**config.mk**
```make
export PLATFORM = sky130hd
export DESIGN_NAME = mem_port_arbiter
export DESIGN_NICKNAME = d
export VERILOG_FILES = /design/src/rtl/mem_port_arbiter.sv
export SDC_FILE = /design/constraint.sdc
export NUM_CORES = 1
export LEC_CHECK = 0
export CORE_ASPECT_RATIO = 1.1
export CORE_MARGIN = 2
export CORE_UTILIZATION = 41
export DETAILED_ROUTE_END_ITERATION = 8
export MAX_ROUTING_LAYER = met4
export PLACE_DENSITY = 0.83
export SLEW_MARGIN = 0
export SYNTH_ARGS = -nofsm -noshare
export SYNTH_HDL_FRONTEND = slang
export SYNTH_SLANG_ARGS = --single-unit
export TNS_END_PERCENT = 5
```
**constraint.sdc**
```tcl
create_clock -name clk -period 2.03 [get_ports clk]
set_input_delay 0.3045 -clock clk [delete_from_list [all_inputs] [get_ports clk]]
set_output_delay 0.3045 -clock clk [all_outputs]
set_load 0.005 [all_outputs]
```
**src/rtl/mem_port_arbiter.sv**
```systemverilog
`default_nettype none
// ============================================================================
//  Module      : mem_port_arbiter
//  Description : Shares one single-port memory between the instruction cache
//                (read-only) and the data cache (read/write). Round-robin
//                arbitration, one transaction in flight, with a watchdog
//                that aborts a transaction if the memory never acknowledges.
//  Revision    : 1.0 - initial release
// ============================================================================
module mem_port_arbiter #(
    parameter int ADDR_W  = 32,
    parameter int DATA_W  = 32,
    parameter int TIMEOUT = 255
) (
    input  logic              clk,
    input  logic              rst,
    // instruction cache side
    input  logic              ic_req,
    input  logic [ADDR_W-1:0] ic_addr,
    output logic              ic_valid,
    output logic [DATA_W-1:0] ic_data,
    // data cache side
    input  logic [1:0]        dc_rw_flag,
    input  logic [ADDR_W-1:0] dc_addr,
    input  logic [DATA_W-1:0] dc_wdata,
    input  logic [3:0]        dc_mask,
    output logic              dc_free,
    output logic              dc_read_valid,
    output logic [DATA_W-1:0] dc_rdata,
    output logic              dc_write_done,
    // memory side
    output logic              mem_req,
    output logic              mem_we,
    output logic [ADDR_W-1:0] mem_addr,
    output logic [DATA_W-1:0] mem_wdata,
    output logic [3:0]        mem_mask,
    input  logic              mem_ack,
    input  logic [DATA_W-1:0] mem_rdata,
    // status
    output logic              err_timeout
);

    localparam int              C_WD_W    = $clog2(TIMEOUT + 1);
    localparam logic [C_WD_W-1:0] C_WD_LAST = C_WD_W'(TIMEOUT - 1);
    localparam logic [C_WD_W-1:0] C_WD_ONE  = C_WD_W'(1);

    localparam logic [1:0] S_IDLE  = 2'd0;
    localparam logic [1:0] S_ISSUE = 2'd1;
    localparam logic [1:0] S_RESP  = 2'd2;

    logic [1:0]        r_state;
    logic              r_owner_dc;   // 1 = data cache owns the current transaction
    logic              r_last_dc;    // 1 = data cache received the most recent grant
    logic [C_WD_W-1:0] r_wd;         // cycles spent in ISSUE so far

    logic              w_dc_req;
    logic              w_dc_write;
    logic              w_grant_dc;
    logic              w_any_req;
    logic              w_finish;
    logic [DATA_W-1:0] w_resp_data;

    // Request decode and round-robin choice: on a tie the side that was not served last wins
    always_comb begin
        w_dc_req    = (dc_rw_flag == 2'b01) || (dc_rw_flag == 2'b10);
        w_dc_write  = (dc_rw_flag == 2'b10);
        w_any_req   = ic_req || w_dc_req;
        w_grant_dc  = w_dc_req && (!ic_req || !r_last_dc);
        w_finish    = mem_ack || (r_wd == C_WD_LAST);
        w_resp_data = mem_ack ? mem_rdata : '0;
    end

    // Transaction sequencer: IDLE -> ISSUE -> RESP -> IDLE, all outputs registered
    always_ff @(posedge clk) begin
        if (rst) begin
            r_state       <= S_IDLE;
            r_owner_dc    <= 1'b0;
            r_last_dc     <= 1'b1;
            r_wd          <= '0;
            ic_valid      <= 1'b0;
            ic_data       <= '0;
            dc_free       <= 1'b1;
            dc_read_valid <= 1'b0;
            dc_rdata      <= '0;
            dc_write_done <= 1'b0;
            mem_req       <= 1'b0;
            mem_we        <= 1'b0;
            mem_addr      <= '0;
            mem_wdata     <= '0;
            mem_mask      <= 4'b0000;
            err_timeout   <= 1'b0;
        end else begin
            case (r_state)
                S_IDLE: begin
                    if (w_any_req) begin
                        r_owner_dc <= w_grant_dc;
                        r_last_dc  <= w_grant_dc;
                        r_wd       <= '0;
                        mem_req    <= 1'b1;
                        dc_free    <= 1'b0;
                        mem_we     <= w_grant_dc && w_dc_write;
                        mem_addr   <= w_grant_dc ? dc_addr : ic_addr;
                        mem_wdata  <= (w_grant_dc && w_dc_write) ? dc_wdata : '0;
                        mem_mask   <= (w_grant_dc && w_dc_write) ? dc_mask : 4'b0000;
                        r_state    <= S_ISSUE;
                    end
                end
                S_ISSUE: begin
                    if (w_finish) begin
                        // An ack on the final watchdog cycle still counts as a success
                        mem_req <= 1'b0;
                        r_state <= S_RESP;
                        if (!mem_ack) begin
                            err_timeout <= 1'b1;
                        end
                        if (!r_owner_dc) begin
                            ic_valid <= 1'b1;
                            ic_data  <= w_resp_data;
                        end else if (mem_we) begin
                            dc_write_done <= 1'b1;
                        end else begin
                            dc_read_valid <= 1'b1;
                            dc_rdata      <= w_resp_data;
                        end
                    end else begin
                        r_wd <= r_wd + C_WD_ONE;
                    end
                end
                S_RESP: begin
                    ic_valid      <= 1'b0;
                    dc_read_valid <= 1'b0;
                    dc_write_done <= 1'b0;
                    dc_free       <= 1'b1;
                    r_state       <= S_IDLE;
                end
                default: begin
                    ic_valid      <= 1'b0;
                    dc_read_valid <= 1'b0;
                    dc_write_done <= 1'b0;
                    mem_req       <= 1'b0;
                    dc_free       <= 1'b1;
                    r_state       <= S_IDLE;
                end
            endcase
        end
    end

endmodule
`default_nettype wire

```
# Word-level counts from Yosys, hierarchy flattened
# Cells that the tools add are included.
# classes
mux	26
reduce_logical	21
order_cmp	0
mul	0
n_addsub	1
n_div	0
eq_ne	12
bitwise_logic	6
shifts	0
# op_table
operator	count
$mux 32	3
$mux 8	2
$pmux 8 s2	1
$reduce_and 3->1	5
$ne 2x2->1 const B	7
$reduce_and 4->1	3
$mux 1	11
$add 8x1->8 const B	1
$eq 8x8->1 const B	1
$pmux 1 s2	4
$not 1->1	6
$reduce_and 2->1	3
$eq 2x1->1 const B	2
$eq 2x2->1 const B	2
$logic_or 1x1->1	4
$mux 2	2
$mux 4	1
$pmux 2 s2	1
$pmux 1 s3	1
$logic_and 1x1->1	2
$logic_not 1->1	2
$logic_not 2->1	1
$reduce_bool 2->1	1
# totals
ramBits	0
rom_bits	0
latchBits	0
in_bits	138
memories	0
regBits	151

# Longest topological paths before layout
# logic_depth
depth_word	5
ltp_mapped	8
ltp_nobuf	6

# Worst setup path before layout
# No wires, ideal clock.
# synth_path
path_kind	input-to-reg
startpoint	input port dc_rw_flag[0]
endpoint	register mem_wdata[22]
setup_slack_ps	383
cell_stages	8
arrival_ps	1582
required_time_ps	1965
n_path_buf	2
cell_sequence	inv_1 > ha_1 > a21oi_2 > and3_1 > buf_2 > buf_2 > a22oi_1 > nor2_1
# synth_between
elab_chain_len	5
word_cells_on_any_way	8
# synth_rtl
item	line_no	source
start: declaration	23	input logic [1:0] dc_rw_flag,
$eq 2x1->1 / $eq 2x2->1 (equally long branches)	65, 66	
$logic_or 1x1->1	65	w_dc_req = (dc_rw_flag == 2'b01) || (dc_rw_flag == 2'b10);
$logic_and 1x1->1	68	w_grant_dc = w_dc_req && (!ic_req || !r_last_dc);
$logic_and 1x1->1	103	mem_wdata <= (w_grant_dc && w_dc_write) ? dc_wdata : '0;
$mux 32	103	
end signal: assignment	103	
end: declaration	35	output logic [DATA_W-1:0] mem_wdata,
# Several ways; a longest one is shown, not always the timed one.
# A chain may end at the register's enable or synchronous reset.

# Worst setup path after layout
# layout_path
startpoint	register mem_we
endpoint	output port mem_we
# layout_rtl
item	line_no	source
start: declaration	33	output logic mem_we,
start signal: assignment	101	mem_we <= w_grant_dc && w_dc_write;
# No word-level cell between the ends.

==> flow_summary.rst <==
.. list-table::
   :header-rows: 1

   * - Metric
     - Value
   * - Run status
     - completed
   * - Post-layout util
     - 68.29%
   * - Post-CTS Setup Repair Bufs
     - 0
   * - Layout overhead on the synthesized area
     - 62.55%
   * - Hold buffers post-CTS
     - 0
   * - Transition time at the pin with the least slew margin
     - about 0.6 ns
   * - Final Max Tran Viols
     - 0
   * - Final global-route overflow total
     - 0
   * - Antenna diode count
     - 0
   * - Synth async-reset ratio
     - 0%
   * - Pin count of the biggest net entering global routing
     - 66
   * - Worst hold slack
     - 0.3262 ns
   * - Worst Clk Skew
     - roughly 0.0072 ns
   * - Nets in the synthesized netlist
     - ~790
   * - Clk Latency, worst-skew pair
     - 0.41 ns
   * - Core region area
     - about 14000 um^2
   * - Highest clock frequency the design can meet
     - 0.5598 GHz
   * - Total global-route track usage
     - around 24%
   * - Number of max-cap violations
     - 0
   * - Worst Path Arrival
     - approximately 1.5 ns
   * - Fin crit share
     - between 80% and 90%
   * - Total number of vias
     - roughly 5800
   * - Number of buffers created by CTS
     - 17
   * - Number of rows in the core area
     - between 40 and 50
   * - Number of antenna violations at the first check in global routing
     - 0
   * - Unique cell type count in the Yosys netlist
     - 39
   * - Wire length of the first global-routing pass
     - 28550 um
   * - Unrepaired setup endpoints after global routing
     - no
   * - Final setup vio count
     - 0
   * - Setup crit start
     - mem_we
   * - IR drop worst, VDD
     - about 0.61 mV
   * - Final period demand of the worst path
     - 1.786 ns
   * - Sinks on the clock net
     - approximately 150
   * - Clock tree from TritonCTS
     - built
   * - Reported leakage power
     - approximately 3.3 nW
   * - Routed len/inst
     - ~17 um
   * - Min setup slack post-route
     - 0.2436 ns
   * - H-tree level count
     - 4
   * - Count of flip-flops with a built-in enable after synthesis
     - 0
   * - Final std cell area, no fill
     - 9459 um^2
   * - DIE AREA
     - 15160 um^2
   * - IO Port Bufs
     - 276
   * - DR DRC count
     - 0
   * - Count of final hold-check violations
     - 0
   * - Flip-flop and latch count after synthesis
     - 151
   * - Area of the mapped netlist
     - 5819 um^2
   * - Worst path required time
     - 1.73 ns
   * - Die Span Y
     - around 130 um
   * - Max-slew headroom at the worst pin
     - between 50 and 60%
   * - Dpl ws
     - -0.1263 ns
   * - Warnings, synthesis
     - 0
   * - Peak fanout along the critical path
     - 6
   * - Cell chosen for the clock root
     - sky130_fd_sc_hd__clkbuf_16
   * - Hold path startpoint
     - rst
   * - Worst Setup Start Kind
     - register
   * - Largest stage delay on the critical path
     - roughly 0.57 ns
   * - CP endpoint kind
     - primary output
   * - Via count of the first global-routing pass
     - between 5000 and 6000
   * - PD cells
     - 822.7 nW/um^2
   * - Worst R2R Start
     - r_wd[0]
   * - Net count reported at finish
     - roughly 1000
   * - Ordered list of cells on the worst path
     - clkdlybuf4s50_1
   * - Ports
     - 277
   * - Drt pass-1 iters
     - 5
   * - Portion of the post-synthesis area used by sequential elements
     - 51.95%
   * - Wire length reported by the detailed router
     - roughly 18000 um
   * - Avg Vias per Cell
     - between 5 and 6
   * - Post-Syn Instances
     - about 650
   * - CP Class
     - reg2out
   * - Clk slew on worst S/H paths
     - 0.06 ns
   * - Remaining antenna violation count after routing
     - 0
   * - Largest delay share family, worst path
     - buffers and inverters
   * - Power Total
     - approximately 0.008 W
   * - RePlAce Congestion
     - 0.8253
   * - Layout cells sized above 1
     - 6.863%
   * - Post-CTS resize count
     - 0
   * - Syn_area_per_cell
     - roughly 9 um^2
   * - Number of DRC violations after detailed-routing iteration 0
     - 392
   * - Worst path bufs/invs
     - 1
   * - Die span in x
     - about 120 um
   * - Type of the worst min-delay path
     - in2reg
   * - Most used flip-flop cell after synthesis
     - sky130_fd_sc_hd__dfxtp_1
   * - Slowest library cell on the worst path
     - sky130_fd_sc_hd__clkdlybuf4s50_1
   * - Post-detail-place hpwl
     - approximately 13000 um
   * - Initial core utilization
     - between 40% and 50%
   * - Total cell area at the placement stage
     - about 9000 um^2
   * - Buffer levels on the longest clock path
     - 2
## power by group
| group | switching [W] | internal, W |
|---|---|---|
| Combinational | 0.000580 | 0.000725 |
| Sequential | 0.0000889 | 0.00312 |
| Clock | 0.00120 | 0.00206 |
## metrics by stage
step           TNS [ns]  instances
2_1_floorplan         0        651
3_3_place_gp    -0.7040       1074
3_5_place_dp     -2.812       1074
4_1_cts               0       1106
5_1_grt               0       1106
6_report              0       1106
## sequential cells by signal, indices dropped and copies added, names as in the netlist, 2 cells and up
signal and cells:
r_wd 8, mem_mask 4, r_state 2, mem_wdata 32
dc_rdata 32, ic_data 32, mem_addr 32
## area by class of cell
class,count,area [um^2]
repair buffers,296,3005
fillers,1110,4392
multi-input cells,436,2559
well taps,188,235.2
flip-flops and latches,151,3023
clock buffers,21,480.5
inverters,3,11.26
clock inverters,11,145.1
## cell usage in the layout, fill, tap and decap left out, drive strengths merged, types with 21 or more instances in the layout
cell	instances
clkdlybuf4s50	274
dfxtp	151
nor2	80
a21oi	73
nand3	68
o21ai	68
a22oi	37
a211oi	33
mux2i	32
buf	22
clkbuf	21
## routing by layer
layer / up-vias / track usage (%) / share of wire [%]
met5: - / - / 0
met4: 0 / 9.568 / 2.3
met3: 30 / 7.314 / 7.6
met2: 242 / 41.14 / 50
met1: 2685 / 27.21 / 40
li1: 2856 / - / -
## cell usage after synthesis (5+ instances only)
cell type,number,area share [%]
sky130_fd_sc_hd__a21oi_1,72,6.2
sky130_fd_sc_hd__nor3_1,5,0.43
sky130_fd_sc_hd__mux2i_1,32,5.5
sky130_fd_sc_hd__buf_2,17,1.5
sky130_fd_sc_hd__nand2_1,6,0.39
sky130_fd_sc_hd__a22oi_1,37,4.8
sky130_fd_sc_hd__a211oi_1,33,4.3
sky130_fd_sc_hd__dfxtp_1,151,52
sky130_fd_sc_hd__nor2_1,80,5.2
sky130_fd_sc_hd__clkbuf_1,36,2.3
sky130_fd_sc_hd__nand3_1,68,5.8
sky130_fd_sc_hd__o21ai_0,67,5.8
## cells by family after synthesis
kind of cell    Yosys count  synth area share [%]
xor+xnor                  3                0.4516
buf+inv                  64                 4.709
simple gates            178                 14.26
mux                      32                 5.504
flops                   151                 51.95
fa+ha+maj                 3                0.6451
compound gates          220                 22.49
## path summary, 6_finish.rpt
check	slack [ns]	endpoint	cells past startpoint
min reg2reg	0.47	dc_rdata[20]	2
max	0.24	mem_we	1
min	0.33	mem_mask[2]	2
max reg2reg	0.26	r_wd[5]	6
Note: power is estimated with default switching activity, not from simulation.
